$ cat config.mk
export PLATFORM = sky130hd
export DESIGN_NAME = prog_loader
export DESIGN_NICKNAME = d
export VERILOG_FILES = /design/src/rtl/loader_pkg.sv /design/src/rtl/prog_loader.sv
export SDC_FILE = /design/constraint.sdc
export NUM_CORES = 1
export LEC_CHECK = 0
export ABC_AREA = 1
export CORE_MARGIN = 3
export CORE_UTILIZATION = 48
export CTS_CLUSTER_DIAMETER = 150
export CTS_CLUSTER_SIZE = 40
export DETAILED_ROUTE_END_ITERATION = 6
export PLACE_DENSITY = 0.86
export SLEW_MARGIN = 20
export SYNTH_ARGS = -nofsm -noshare
export SYNTH_HDL_FRONTEND = slang
export SYNTH_SLANG_ARGS = --single-unit
$ cat constraint.sdc
create_clock -name clk -period 3.92 [get_ports clk]
set_input_delay 1.176 -clock clk [delete_from_list [all_inputs] [get_ports clk]]
set_output_delay 1.176 -clock clk [all_outputs]
set_load 0.01 [all_outputs]
$ cat src/rtl/loader_pkg.sv
// Shared definitions for the boot-time program loader: FSM states and default widths.
package loader_pkg;

  localparam int unsigned LOADER_ADDR_W   = 8;
  localparam int unsigned LOADER_DATA_W   = 32;
  localparam int unsigned LOADER_HOLD_CYC = 4;

  typedef enum logic [1:0] {
    IDLE = 2'd0,
    LOAD = 2'd1,
    HOLD = 2'd2,
    RUN  = 2'd3
  } state_t;

endpackage

$ cat src/rtl/prog_loader.sv
// Streams a program into instruction memory while holding the core in reset; write 1 cycle after handshake, 1 word/cycle.
// inReady is high only in LOAD; the core is released HOLD_CYC+1 cycles after the last word. Optional LOADER_CHECKSUM_EN adds a word sum on csum.
module prog_loader
  import loader_pkg::*;
#(
  parameter int unsigned ADDR_W   = LOADER_ADDR_W,
  parameter int unsigned DATA_W   = LOADER_DATA_W,
  parameter int unsigned HOLD_CYC = LOADER_HOLD_CYC
) (
  input  logic              clk,
  input  logic              rst,
  input  logic              loadStart,
  input  logic [ADDR_W:0]   loadLen,
  input  logic              inValid,
  input  logic [DATA_W-1:0] inData,
  output logic              inReady,
  output logic              imemWe,
  output logic [ADDR_W-1:0] imemAddr,
  output logic [DATA_W-1:0] imemData,
  output logic              cpuRst,
  output logic              busy,
  output logic              loadDone,
  output logic [31:0]       csum
);

  localparam int unsigned   HOLD_W  = $clog2(HOLD_CYC + 1);
  localparam logic [ADDR_W:0] MAX_LEN = {1'b1, {ADDR_W{1'b0}}};

  state_t              state_q, state_d;
  logic [ADDR_W:0]     len_q, len_d;
  logic [ADDR_W:0]     count_q, count_d;
  logic [HOLD_W-1:0]   hold_q, hold_d;
  logic                cpu_rst_q, cpu_rst_d;
  logic                busy_q, busy_d;
  logic                done_q, done_d;
  logic                we_q, we_d;
  logic [ADDR_W-1:0]   addr_q, addr_d;
  logic [DATA_W-1:0]   data_q, data_d;
  logic [ADDR_W:0]     len_clamp;
  logic                last_word;
`ifdef LOADER_CHECKSUM_EN
  logic [31:0]         csum_q, csum_d;
`endif

  assign len_clamp = (loadLen > MAX_LEN) ? MAX_LEN : loadLen;
  assign last_word = ((count_q + (ADDR_W+1)'(1)) == len_q);
  assign inReady   = (state_q == LOAD);

  always_comb begin
    state_d   = state_q;
    len_d     = len_q;
    count_d   = count_q;
    hold_d    = hold_q;
    cpu_rst_d = cpu_rst_q;
    done_d    = 1'b0;
    we_d      = 1'b0;
    addr_d    = addr_q;
    data_d    = data_q;
`ifdef LOADER_CHECKSUM_EN
    csum_d    = csum_q;
`endif
    unique case (state_q)
      IDLE, RUN: begin
        if (loadStart) begin
          len_d     = len_clamp;
          count_d   = '0;
          hold_d    = '0;
          cpu_rst_d = 1'b1;
`ifdef LOADER_CHECKSUM_EN
          csum_d    = '0;
`endif
          state_d   = (len_clamp == '0) ? HOLD : LOAD;
        end
      end
      LOAD: begin
        if (inValid) begin
          we_d    = 1'b1;
          addr_d  = count_q[ADDR_W-1:0];
          data_d  = inData;
          count_d = count_q + (ADDR_W+1)'(1);
`ifdef LOADER_CHECKSUM_EN
          csum_d  = csum_q + 32'(inData);
`endif
          if (last_word) begin
            state_d = HOLD;
          end
        end
      end
      HOLD: begin
        // hold_q counts 1..HOLD_CYC after entry, so release lands HOLD_CYC+1 edges after the last word
        if (hold_q == HOLD_W'(HOLD_CYC)) begin
          state_d   = RUN;
          cpu_rst_d = 1'b0;
          done_d    = 1'b1;
        end else begin
          hold_d = hold_q + HOLD_W'(1);
        end
      end
      default: state_d = IDLE;
    endcase
    busy_d = (state_d == LOAD) || (state_d == HOLD);
  end

  always_ff @(posedge clk or negedge rst) begin
    if (!rst) begin
      state_q   <= IDLE;
      len_q     <= '0;
      count_q   <= '0;
      hold_q    <= '0;
      cpu_rst_q <= 1'b1;
      busy_q    <= 1'b0;
      done_q    <= 1'b0;
      we_q      <= 1'b0;
      addr_q    <= '0;
      data_q    <= '0;
    end else begin
      state_q   <= state_d;
      len_q     <= len_d;
      count_q   <= count_d;
      hold_q    <= hold_d;
      cpu_rst_q <= cpu_rst_d;
      busy_q    <= busy_d;
      done_q    <= done_d;
      we_q      <= we_d;
      addr_q    <= addr_d;
      data_q    <= data_d;
    end
  end

`ifdef LOADER_CHECKSUM_EN
  always_ff @(posedge clk or negedge rst) begin
    if (!rst) begin
      csum_q <= '0;
    end else begin
      csum_q <= csum_d;
    end
  end
  assign csum = csum_q;
`else
  assign csum = '0;
`endif

  assign imemWe   = we_q;
  assign imemAddr = addr_q;
  assign imemData = data_q;
  assign cpuRst   = cpu_rst_q;
  assign busy     = busy_q;
  assign loadDone = done_q;

endmodule

-- After elaboration in Yosys (flattened, before gate mapping)
Cells that the tools add are included.
Widths: inputs -> output; s select.
- flip-flop bits (word level): 67
- input bits: 45
- output and inout port bits: 77
- word-level logic and storage cells: 55
- add/subtract/negate cells: 2
- $lt $le $gt $ge: 1
- equal/unequal tests: 11
- mux-type cells: 20
- reductions and logical operators: 11
- operator list (cell ; number):
    $mux 9 ; 3
    $pmux 9 s2 ; 1
    $mux 2 ; 5
    $add 9x1->9 const B ; 1
    $eq 9x9->1 ; 1
    $gt 9x9->1 const B ; 1
    $logic_not 9->1 ; 1
    $reduce_and 3->1 ; 3
    $ne 2x2->1 const B ; 4
    $eq 2x2->1 const B ; 3
    $mux 1 ; 6
    $mux 3 ; 2
    $pmux 2 s3 ; 1
    $pmux 3 s2 ; 1
    $eq 2x1->1 const B ; 2
    $reduce_and 2->1 ; 2
    $reduce_bool 2->1 ; 2
    $add 3x1->3 const B ; 1
    $eq 3x3->1 const B ; 1
    $logic_not 2->1 ; 1
    $pmux 1 s2 ; 1
    $reduce_or 2->1 ; 1
    $logic_or 1x1->1 ; 1

-- Logic depth before layout (Yosys ltp)
- depth after elaboration: 8
- mapped depth: 16
- mapped depth without buffers: 16

-- Least setup slack after synthesis
OpenSTA, ideal clock, no wires.
- kind: input -> register
- start: in inValid
- end: reg busy_q (netlist: busy)
- library setup time: 0.116 ns
- arrival time: 2.036 ns
- required time: 3.804 ns
- path slack: 1.768 ns
- stages on the path: 12
- path buffers: 0
- path through: a21boi_0 nand3_1 nor2_1 nand3_1 nor2_1 nand3_1 nand2_1 nand2_1 nand2_1 nand3_2 nand2_1 nand2_1
- word-level cells in the longest chain between the ends: 4
- elaborated cells on any way between the ends: 5
- those cells by class: eq/ne: 2; mux: 2; reduce/logical: 1
- ends and longest elaborated chain (item ; RTL line ; RTL):
    start: declaration ; prog_loader.sv:14 ; input logic inValid,
    $mux 2 * ; prog_loader.sv:76 ; if (inValid) begin
    $pmux 2 s3 * ; prog_loader.sv:62 ; unique case (state_q)
    $eq 2x1->1 / $eq 2x2->1 (equally long branches) ; prog_loader.sv:101 ; busy_d = (state_d == LOAD) || (state_d == HOLD);
    $logic_or 1x1->1 * ; prog_loader.sv:101 ;
    named net busy_d ; prog_loader.sv:34 ; logic busy_q, busy_d;
    end signal: assignment ; prog_loader.sv:122 ; busy_q <= busy_d;
    end: declaration ; prog_loader.sv:34 ;
The timed path passes the listed nets; every way through them passes the cells marked *.
A chain may end at the register's enable or synchronous reset.

-- Final worst setup path
- start: reg state_q[1]
- end: out inReady
- word-level cells in the longest chain between the ends: 1
- ends and longest elaborated chain (item ; RTL line ; RTL):
    start: declaration ; prog_loader.sv:29 ; state_t state_q, state_d;
    start signal: assignment ; prog_loader.sv:117 ; state_q <= state_d;
    $eq 2x1->1 ; prog_loader.sv:47 ; assign inReady = (state_q == LOAD);
    end: declaration ; prog_loader.sv:16 ; output logic inReady,
No other way between the ends.

==> run metrics <==
outcome=finished clean; sequential power share=37.6%; Syn-to-layout area delta=32.3%; most frequent cells in the layout=155 x nand2_1, 88 x clkdlybuf4s50_1, 66 x dfrtp_1; CTS Sinks=67; Starting Density=50.3%; total CTS buffers=9; max_cap viols=0; multiplexer share of the synthesized area=0%; first-pass GRT wire length=12.0 mm; # DRC=0; core area=6460 sq um; initial antenna violation count=0; post-route ant nets=0; Overflow after GRT=0; CTS tree=built; slew margin rel.=39.4%; Seq/Total Area, Yosys=51.7%; n_diodes=0; Synth Register Bits=67; CP endpoint kind=output port; CP startpoint=state_q[1]; P_sw=1100 uW; pin count of the biggest net entering global routing=36; Worst-Margin Slew=908 ps; Die Y=88.2 um; Top Ports=122; yosys warns=0; Post-synth top flop=dfrtp_1; Startpoint Class=register; Synth Area in XOR/XNOR=0.809%; Combinational Power Share=43.6%; Worst-path clk slew=80 ps; final worst path period share=73.3%; IO buf count=89; CP Class=register to output port; fraction of layout cells with a size suffix above 1=6.87%; initial DRC count=237; final setup skew=5.31 ps; Final Hold Vio Count=0; Post-Route WL=7.49 mm; fill cell count=539; Post-Synth Simple-Gate Area=25.1%; post-detailed-route via-to-cell ratio=4.83; HPWL Detailed=5.70 mm; cell area power density=692 nW/um^2; CP arrival=1700 ps; register area=1680 sq um; Final Max Slew Viols=0; htree depth=3; Fmax=348 MHz; Hold WC Path Type=register to register; Post-Syn Instances=396; compound-cell area share of the yosys netlist=7.05%; Async SR Flop Fraction=100%; Post-synth EDFFs=0; Adder-Cell Fraction of Synth Area=1.93%; Root Buffer=clkbuf_8; router iterations before antenna repair=4; FP Rows=29; worst hold start=imemData[27]; Peak supply drop=414 uV; Sw Share=37.1%; GPL Wtd Cong=0.872; setup TNS=0 ps; Worst-Skew Late Latency=340 ps; Final Setup Violations=0; Post-CTS Hold Fix Bufs=0; hold_ws=484 ps; Nets=540; GR Util All Layers=19.9%; area taken by multi-input logic gates=1250 sq um; post-DR wirelength/cell=13.1 um; commonest non-fill, non-tap cell in the layout=nand2_1; reg-to-reg startpoint=state_q[1]; Final min period=2870 ps; synthesized cell area=3250 sq um; via count=2763; postcts setup bufs=0; die width=88.2 um; mean post-synth cell area=8.20 sq um; maximum clock insertion buffer count=2; largest family of logic cells by synthesized area=simple AND/OR/NAND/NOR gates; clock share of power=18.8%; Distinct cells, synth=25; Internal=1870 uW; Die Footprint=7790 sq um; vias in the first global route=2663; post_cts resized=0; RSZ-0062 raised after global routing=no; leakage=0.00214 uW; Worst EP required=2740 ps; Crit Path Max Fanout=5
==> sequential cells by signal, indices dropped and copies added, names as in the netlist <==
signal	cells
imemAddr	8
state_q	2
hold_q	3
busy	1
imemWe	1
loadDone	1
len_q	9
imemData	32
count_q	9
cpuRst	1
==> logic make-up (layout without fill, tap and decap cells) <==
kind of cell	count (synthesis)	after routing
AOI/OAI and AO/OA	40	40
xor gates and xnor gates	3	3
adders and majority gates	5	5
buffers and inverters	83	151
DFF	67	67
other	1	32
and+or+nand+nor	197	197
==> routing by layer <==
layer / vias up / routed length [um] / global-route usage [%] / part of all wire [%]
met5: - / 0 / 0 / 0
met2: 104 / 3640 / 32.9 / 49
met1: 1280 / 3230 / 26.2 / 43
met3: 14 / 471 / 3.07 / 6.3
met4: 0 / 146 / 8.38 / 2.0
li1: 1365 / - / - / -
==> synth_stat cells, types with 2 or more instances <==
| master | instances | area share [%] |
|---|---|---|
| nor2_4 | 3 | 1.0 |
| nand3_1 | 18 | 2.8 |
| nand4_1 | 2 | 0.39 |
| buf_4 | 32 | 7.4 |
| o22ai_1 | 15 | 2.9 |
| nand2_1 | 155 | 18 |
| o21ai_1 | 2 | 0.31 |
| a21oi_1 | 4 | 0.62 |
| nand2_2 | 6 | 1.2 |
| inv_1 | 41 | 4.7 |
| o21ai_0 | 16 | 2.5 |
| nor2_1 | 10 | 1.2 |
| clkbuf_1 | 8 | 0.92 |
| xor2_1 | 3 | 0.81 |
| o21ai_2 | 2 | 0.54 |
| ha_1 | 5 | 1.9 |
| dfrtp_1 | 66 | 51 |
==> final timing paths <==
check	end	depth (start not counted)	slack (ps)
worst max-delay path	inReady	3	1050
worst min-delay path	imemData[27]	2	480
worst max register to register	count_q[0]	8	1590
worst min register to register	imemData[27]	2	480
max in group asynchronous	imemAddr[3]	2	2260
min in group asynchronous	len_q[7]	1	920
==> layout make-up <==
cell class | instances | share of cell area, %
Sequential cell | 67 | 39.1
Multi-Input combinational cell | 277 | 29.2
Timing Repair Buffer | 93 | 21.3
Inverter | 42 | 3.67
Clock buffer | 9 | 2.88
Tap cell | 77 | 2.24
Clock inverter | 7 | 1.60
==> power by group through the flow <==
| stage | logic, uW | clock network (uW) | registers, uW |
|---|---|---|---|
| after floorplan | 606 | 0 | 1200 |
| after global placement | 1250 | 0 | 1120 |
| after detailed placement | 1290 | 0 | 1130 |
| after CTS | 1300 | 565 | 1120 |
| after global routing | 1440 | 597 | 1150 |
| final | 1300 | 558 | 1120 |
==> stage by stage <==
step	cells	setup WS, ps	area [sq um]	total power [uW]	utilization [%]
floorplan	427	1770	3360	1810	-
global placement	556	813	4100	2370	63.5
detailed placement	556	797	4100	2420	63.5
CTS	572	1060	4290	2980	66.5
global route	572	885	4290	3190	66.5
finish	572	1050	4290	2970	66.5
==> critical path, stage by stage (launching register included) <==
cell and delay (ps):
dfrtp_1 400, inv_1 90, ha_1 290, clkdlybuf4s50_1 590
Note: power is estimated with default switching activity, not from simulation.
